### src/rtl/jtag_tap_sync_if.sv
// JTAG pin bundle: tck/tms/tdi/trst toward the TAP, tdo back from it.
// trst is active-low.
interface jtagif;
  logic tck;
  logic tms;
  logic tdi;
  logic trst;
  logic tdo;

  modport master (output tck, output tms, output tdi, output trst, input tdo);
  modport slave  (input tck, input tms, input tdi, input trst, output tdo);
endinterface

### src/rtl/jtag_tap_sync.sv
// IEEE 1149.1 TAP controller oversampling the JTAG pins in the clk domain.
// Define JTAG_TAP_IDCODE_EN to include the 32-bit IDCODE data register.
module jtag_tap_sync #(
  parameter logic [31:0] IDCODE = 32'h0000_0001,
  parameter int          USER_W = 32
) (
  input  logic              clk,
  input  logic              rst,
  jtagif.slave              jtags,
  output logic [3:0]        tap_state,
  output logic [3:0]        ir,
  input  logic [USER_W-1:0] user_din,
  output logic [USER_W-1:0] user_dout,
  output logic              user_upd
);

  typedef enum logic [3:0] {
    TLR        = 4'd0,  RTI       = 4'd1,  SELECT_DR = 4'd2,  CAPTURE_DR = 4'd3,
    SHIFT_DR   = 4'd4,  EXIT1_DR  = 4'd5,  PAUSE_DR  = 4'd6,  EXIT2_DR   = 4'd7,
    UPDATE_DR  = 4'd8,  SELECT_IR = 4'd9,  CAPTURE_IR = 4'd10, SHIFT_IR  = 4'd11,
    EXIT1_IR   = 4'd12, PAUSE_IR  = 4'd13, EXIT2_IR  = 4'd14, UPDATE_IR  = 4'd15
  } state_t;

`ifdef JTAG_TAP_IDCODE_EN
  localparam logic [3:0] IR_RST = 4'h1;
`else
  localparam logic [3:0] IR_RST = 4'hF;
`endif

  logic r_tck_s1, r_tck_s2, r_tck_d;
  logic r_tms_s1, r_tms_s2;
  logic r_tdi_s1, r_tdi_s2;
  logic r_trst_s1, r_trst_s2;

  state_t r_state, w_next;
  logic   w_cap_ir, w_shift_ir, w_upd_ir, w_cap_dr, w_shift_dr, w_upd_dr;
  logic   w_sel_user, w_sel_id, w_dr_lsb;

  logic [3:0]        r_ir, r_ir_sr;
  logic              r_byp;
  logic [USER_W-1:0] r_user_sr, r_user_dout;
  logic              r_user_upd, r_tdo;
`ifdef JTAG_TAP_IDCODE_EN
  logic [31:0]       r_idcode_sr;
`endif

  logic w_rise, w_fall, w_trst_n, w_step;

  // Two-flop synchronisers plus tck history; trst idles released (high).
  always_ff @(posedge clk) begin
    if (rst) begin
      r_tck_s1  <= 1'b0; r_tck_s2  <= 1'b0; r_tck_d <= 1'b0;
      r_tms_s1  <= 1'b0; r_tms_s2  <= 1'b0;
      r_tdi_s1  <= 1'b0; r_tdi_s2  <= 1'b0;
      r_trst_s1 <= 1'b1; r_trst_s2 <= 1'b1;
    end else begin
      r_tck_s1  <= jtags.tck;  r_tck_s2  <= r_tck_s1; r_tck_d <= r_tck_s2;
      r_tms_s1  <= jtags.tms;  r_tms_s2  <= r_tms_s1;
      r_tdi_s1  <= jtags.tdi;  r_tdi_s2  <= r_tdi_s1;
      r_trst_s1 <= jtags.trst; r_trst_s2 <= r_trst_s1;
    end
  end

  assign w_rise   = r_tck_s2 & ~r_tck_d;
  assign w_fall   = ~r_tck_s2 & r_tck_d;
  assign w_trst_n = r_trst_s2;
  assign w_step   = w_rise & w_trst_n;

  // TAP state register; a low trst wins over any coincident tck rise.
  always_ff @(posedge clk) begin
    if (rst) begin
      r_state <= TLR;
    end else if (!w_trst_n) begin
      r_state <= TLR;
    end else if (w_rise) begin
      r_state <= w_next;
    end else begin
      r_state <= r_state;
    end
  end

  // IEEE 1149.1 next-state function of the sampled tms.
  always_comb begin
    w_next = r_state;
    case (r_state)
      TLR:        w_next = r_tms_s2 ? TLR       : RTI;
      RTI:        w_next = r_tms_s2 ? SELECT_DR : RTI;
      SELECT_DR:  w_next = r_tms_s2 ? SELECT_IR : CAPTURE_DR;
      CAPTURE_DR: w_next = r_tms_s2 ? EXIT1_DR  : SHIFT_DR;
      SHIFT_DR:   w_next = r_tms_s2 ? EXIT1_DR  : SHIFT_DR;
      EXIT1_DR:   w_next = r_tms_s2 ? UPDATE_DR : PAUSE_DR;
      PAUSE_DR:   w_next = r_tms_s2 ? EXIT2_DR  : PAUSE_DR;
      EXIT2_DR:   w_next = r_tms_s2 ? UPDATE_DR : SHIFT_DR;
      UPDATE_DR:  w_next = r_tms_s2 ? SELECT_DR : RTI;
      SELECT_IR:  w_next = r_tms_s2 ? TLR       : CAPTURE_IR;
      CAPTURE_IR: w_next = r_tms_s2 ? EXIT1_IR  : SHIFT_IR;
      SHIFT_IR:   w_next = r_tms_s2 ? EXIT1_IR  : SHIFT_IR;
      EXIT1_IR:   w_next = r_tms_s2 ? UPDATE_IR : PAUSE_IR;
      PAUSE_IR:   w_next = r_tms_s2 ? EXIT2_IR  : PAUSE_IR;
      EXIT2_IR:   w_next = r_tms_s2 ? UPDATE_IR : SHIFT_IR;
      UPDATE_IR:  w_next = r_tms_s2 ? SELECT_DR : RTI;
      default:    w_next = TLR;
    endcase
  end

  // State decode into register actions, plus instruction decode.
  always_comb begin
    w_cap_ir   = 1'b0;
    w_shift_ir = 1'b0;
    w_upd_ir   = 1'b0;
    w_cap_dr   = 1'b0;
    w_shift_dr = 1'b0;
    w_upd_dr   = 1'b0;
    case (r_state)
      CAPTURE_IR: w_cap_ir   = 1'b1;
      SHIFT_IR:   w_shift_ir = 1'b1;
      UPDATE_IR:  w_upd_ir   = 1'b1;
      CAPTURE_DR: w_cap_dr   = 1'b1;
      SHIFT_DR:   w_shift_dr = 1'b1;
      UPDATE_DR:  w_upd_dr   = 1'b1;
      default:    w_cap_ir   = 1'b0;
    endcase
    w_sel_user = (r_ir == 4'h8);
`ifdef JTAG_TAP_IDCODE_EN
    w_sel_id   = (r_ir == 4'h1);
`else
    w_sel_id   = 1'b0;
`endif
    if (w_sel_user) begin
      w_dr_lsb = r_user_sr[0];
`ifdef JTAG_TAP_IDCODE_EN
    end else if (w_sel_id) begin
      w_dr_lsb = r_idcode_sr[0];
`endif
    end else begin
      w_dr_lsb = r_byp;
    end
  end

  // Instruction path: TLR (or trst) restores the default opcode.
  always_ff @(posedge clk) begin
    if (rst) begin
      r_ir    <= IR_RST;
      r_ir_sr <= 4'h0;
    end else begin
      if (!w_trst_n || r_state == TLR) begin
        r_ir <= IR_RST;
      end else if (w_step && w_upd_ir) begin
        r_ir <= r_ir_sr;
      end
      if (w_step && w_cap_ir) begin
        r_ir_sr <= 4'b0001;
      end else if (w_step && w_shift_ir) begin
        r_ir_sr <= {r_tdi_s2, r_ir_sr[3:1]};
      end
    end
  end

  // Data registers, user update strobe and tdo (changes only on tck fall).
  always_ff @(posedge clk) begin
    if (rst) begin
      r_byp       <= 1'b0;
      r_user_sr   <= '0;
      r_user_dout <= '0;
      r_user_upd  <= 1'b0;
      r_tdo       <= 1'b0;
`ifdef JTAG_TAP_IDCODE_EN
      r_idcode_sr <= 32'h0;
`endif
    end else begin
      r_user_upd <= 1'b0;
      if (w_step && w_cap_dr) begin
        r_byp <= 1'b0;
        if (w_sel_user) r_user_sr <= user_din;
`ifdef JTAG_TAP_IDCODE_EN
        if (w_sel_id) r_idcode_sr <= IDCODE;
`endif
      end else if (w_step && w_shift_dr) begin
        if (w_sel_user) begin
          r_user_sr <= {r_tdi_s2, r_user_sr[USER_W-1:1]};
`ifdef JTAG_TAP_IDCODE_EN
        end else if (w_sel_id) begin
          r_idcode_sr <= {r_tdi_s2, r_idcode_sr[31:1]};
`endif
        end else begin
          r_byp <= r_tdi_s2;
        end
      end
      if (w_step && w_upd_dr && w_sel_user) begin
        r_user_dout <= r_user_sr;
        r_user_upd  <= 1'b1;
      end
      if (w_fall) begin
        r_tdo <= w_shift_ir ? r_ir_sr[0] : (w_shift_dr ? w_dr_lsb : 1'b0);
      end
    end
  end

  assign tap_state = r_state;
  assign ir        = r_ir;
  assign user_dout = r_user_dout;
  assign user_upd  = r_user_upd;
  assign jtags.tdo = r_tdo;

endmodule

### src/flat_wrapper.sv
// flat-port wrapper written by rule: the top's interface ports become plain ports
module jtag_tap_sync_flat 
#(
  parameter logic [31:0] IDCODE = 32'h0000_0001,
  parameter int          USER_W = 32
)
  (clk, rst, tap_state, ir, user_din, user_dout, user_upd, jtags_tck, jtags_tms, jtags_tdi, jtags_trst, jtags_tdo);
  jtagif jtags_i ();
  input  logic clk;
  input  logic rst;
  output logic [3:0] tap_state;
  output logic [3:0] ir;
  input  logic [USER_W-1:0] user_din;
  output logic [USER_W-1:0] user_dout;
  output logic user_upd;
  input wire logic [$bits(jtags_i.tck)-1:0] jtags_tck;
  input wire logic [$bits(jtags_i.tms)-1:0] jtags_tms;
  input wire logic [$bits(jtags_i.tdi)-1:0] jtags_tdi;
  input wire logic [$bits(jtags_i.trst)-1:0] jtags_trst;
  output wire logic [$bits(jtags_i.tdo)-1:0] jtags_tdo;
  assign jtags_i.tck = jtags_tck;
  assign jtags_i.tms = jtags_tms;
  assign jtags_i.tdi = jtags_tdi;
  assign jtags_i.trst = jtags_trst;
  assign jtags_tdo = jtags_i.tdo;
  jtag_tap_sync #(.IDCODE(IDCODE), .USER_W(USER_W)) u_core (.clk(clk), .rst(rst), .jtags(jtags_i), .tap_state(tap_state), .ir(ir), .user_din(user_din), .user_dout(user_dout), .user_upd(user_upd));
endmodule
### config.mk
export PLATFORM = sky130hd
export DESIGN_NAME = jtag_tap_sync_flat
export DESIGN_NICKNAME = d
export VERILOG_FILES = /design/src/rtl/jtag_tap_sync_if.sv /design/src/rtl/jtag_tap_sync.sv /design/src/flat_wrapper.sv
export SDC_FILE = /design/constraint.sdc
export NUM_CORES = 1
export LEC_CHECK = 0
export CORE_MARGIN = 5
export CORE_UTILIZATION = 35
export DETAILED_ROUTE_END_ITERATION = 6
export SLEW_MARGIN = 30
export SYNTH_ARGS = -nofsm -noshare
export SYNTH_HDL_FRONTEND = slang
export SYNTH_SLANG_ARGS = --single-unit
### constraint.sdc
create_clock -name clk -period 2.23 [get_ports clk]
set_input_delay 0.446 -clock clk [delete_from_list [all_inputs] [get_ports clk]]
set_output_delay 0.446 -clock clk [all_outputs]
set_load 0.005 [all_outputs]
==> impl_metrics.py <==
metrics = {
    "power_and_ir_drop": {
        "p_seq_share_pct": 55.8,
        "pwr_density_cell_nw_per_um2": 584.6,
        "internal-power_w": 0.002183,
        "ir_drop_v": 0.0002413,
        "netSwitchingPower_w": 0.0006600,
        "leakagePower_nw": 1.708,
        "pwr-share-clk_pct": 39.5,
        "power_frac_comb_pct": 4.8,
        "swShare_pct": 23.22,
    },
    "setup_path": {
        "startpoint_type": "register",
        "slowest_stage": "dfxtp_1",
        "crit_path_max_fanout": 13,
        "critical_path_class": "register to output pin",
        "cp.arrival_ns": 1.64,
        "critical_path_required_ns": 1.78,
        "cpPeakStageDelay_ns": 0.52,
        "path_cells": "buf_4, clkdlybuf4s50_1",
        "crit_path_end_kind": "output pin",
        "cp_top_family": "buffers and inverters",
        "path_buf_inv": 2,
    },
    "run": {
        "maxCapViolCount": 0,
    },
    "drt": {
        "drc_errors": 0,
        "post_drt_wl_per_cell_um": 14.09,
        "initialDrtViolationCount": 102,
        "avgViaCountPerCell": 4.989,
        "vias": 3108,
        "drtPass1Iterations": 4,
        "drt_wl_total_mm": 8.777,
        "ant_nets": 0,
    },
    "timing": {
        "rsz0062_at_grt": "no",
        "layout_min_cycle_time_ns": 2.082,
        "finalSetupViolCount": 0,
        "finClkSkew_ns": 0.01364,
        "final.setup.tns_ns": 0,
        "fmax_mhz": 480.3,
        "finalMaxSlewViolations": 0,
        "fin_crit_sh_pct": 93.37,
        "worstMarginPinSlew_ns": 0.5664,
        "hold_violations": 0,
        "relSlewSlack_pct": 62.24,
    },
    "clock_tree": {
        "htree_levels": 3,
        "cts_tree": "built",
        "ctsHoldBuffers": 0,
        "clock_latency_ns": 0.35,
        "cts.sinks": 88,
        "clk_pin_slew_ns": 0.09,
        "cts.path.max_buffers": 2,
        "cts_root_buf": "clkbuf_8",
        "cts_buffers": 9,
    },
    "global_routing": {
        "antenna_found_initial": 0,
        "grt_max_degree": 65,
        "grt.total_usage_pct": 13.31,
        "grt_pass1_vias": 2913,
        "overflow": 0,
        "grt_pass1_wl_mm": 14.01,
    },
    "synthesis": {
        "synth-adder-area-share_pct": 0,
        "synth_enable_flop_cells": 0,
        "synth.most_common_cell": "dfxtp_1",
        "syn_area_sq_um": 3746,
        "synth_xor_area_share_pct": 0.4676,
        "synth_top_family_by_area": "compound AO/OA/AOI/OAI gates",
        "synthTopCellsByArea": "dfxtp_1 47%, a211oi_2 9.4%, mux2i_1 8.6%, nand2_1 7.3%, a21oi_1 5.5%",
        "synth_top_area_share_pct": 47.03,
        "async_reset_ff_share_pct": 0,
        "synth_ff_type": "dfxtp_1",
        "yosys_warnings": 0,
        "ys_seq_elements": 88,
        "syn_nets": 453,
        "avgSynthCellArea_sq_um": 9.027,
        "synth_cell_types": 37,
        "synth_seq_area_share_pct": 47.03,
        "yosysTopAreaCell": "dfxtp_1",
        "synth_compound_area_share_pct": 19.87,
        "synthCells": 415,
        "synth_simple_gate_area_share_pct": 18.90,
        "muxShareOfSynthArea_pct": 8.851,
        "yosys-top-cells-count": "88 x dfxtp_1, 73 x nand2_1, 42 x nor2_1",
    },
    "floorplanning": {
        "rows": 37,
        "die_area_sq_um": 12870,
        "die_w_um": 113.5,
        "core_area_sq_um": 10370,
        "start_util_pct": 36.12,
        "io_pins": 80,
        "die_h_um": 113.5,
    },
    "placement": {
        "placed_area_sq_um": 4637,
        "gp_congestion": 0.7458,
        "hpwl_mm": 5.697,
        "portBuffers": 79,
    },
    "layout": {
        "fin_area_sq_um": 4862,
        "num-fill-cells": 1036,
        "nets": 520,
        "synthToLayoutAreaGrowth_pct": 29.79,
        "drive_above_1_share_pct": 12.53,
        "antenna_cells": 0,
    },
    "run_status": {
        "status": "complete, no violations",
    },
    "worst_hold_path": {
        "hold_class": "register to register",
    },
}
[layout make-up]
class,instances,area (sq um),area share [%]
clock buffers,9,123.9,2.548
clock inverters,7,77.57,1.595
inverters,4,15.01,0.3088
multi-input cells,288,1802,37.06
flip-flops and latches,88,1762,36.23
well taps,136,170.2,3.500
repair buffers,91,912.1,18.76
[cell families (layout without fill, tap and decap cells)]
group | after synthesis | after routing
AO/OA/AOI/OAI | 94 | 94
XOR/XNOR | 2 | 2
buffers and inverters | 39 | 111
flip-flops | 88 | 88
multiplexers | 33 | 33
AND/OR/NAND/NOR | 159 | 159
[registers in the layout, summed over array words and instances (netlist names), 4 cells and up]
register / cells
u_core.r_user_sr: 32
u_core.r_ir_sr: 4
u_core.tap_state: 4
u_core.user_dout: 32
u_core.ir: 4
[power by group through the flow]
stage,clock [W],combinational (W),sequential [W]
3_5_place_dp,0,0.000136,0.00162
4_1_cts,0.00116,0.000136,0.00159
6_report,0.00112,0.000135,0.00158
5_1_grt,0.00122,0.000146,0.00159
2_1_floorplan,0,0.0000534,0.00162
3_3_place_gp,0,0.000136,0.00162
[placed cells by master (no fill, tap or decap), drive strengths merged, types with 4 or more instances in the layout]
cell type,n
mux2i,32
dfxtp,88
a21oi,41
a2111oi,4
nand2,73
clkbuf,10
nand3,10
nor2b,9
inv,6
o21ai,9
nor2,42
clkdlybuf4s50,78
nor4b,4
nor3,7
buf,12
a211oi,34
[repair_timing]
item,CTS,global route
setup endpoints to repair,0,10
gates resized for setup,0,1
setup buffers,0,1
[through the flow]
stage                     hold slack, ns  util, %  worst slack (ns)  power (W)  cells
after floorplan                   0.3895        -            0.1924   0.001672    415
after global placement            0.3960    44.72            0.1972   0.001758    605
after detailed placement          0.4002    44.72            0.1161   0.001758    605
after CTS                         0.4108    46.66            0.1064   0.002884    621
after global routing              0.4195    46.89           0.07691   0.002954    623
final                             0.4015    46.89            0.1478   0.002843    623
[worst paths after layout]
check                            from              endpoint  slack [ns]  cells past startpoint
setup reg to reg         u_core.ir[0]  u_core.r_user_sr[15]        0.20                      5
setup / recovery  u_core.tap_state[3]          tap_state[3]        0.15                      2
hold / removal       u_core.r_trst_s1      u_core.r_trst_s2        0.40                      1
hold reg to reg      u_core.r_trst_s1      u_core.r_trst_s2        0.40                      1
[worst reg2reg max path: cells and delay by family, from the launching register on]
kind	cells	cell delay, ns
AO/OA/AOI/OAI	2	0.37
buffers and inverters	2	0.52
flip-flops	1	0.34
AND/OR/NAND/NOR	1	0.67
[metal layers]
| metal | track usage (%) | up-vias | wire length (um) |
|---|---|---|---|
| met4 | 4.087 | 0 | 114 |
| li1 | - | 1571 | - |
| met2 | 21.05 | 81 | 3978 |
| met3 | 4.615 | 10 | 585 |
| met1 | 17.14 | 1446 | 4098 |
| met5 | 0 | - | 0 |
Note: power is estimated with default switching activity, not from simulation.
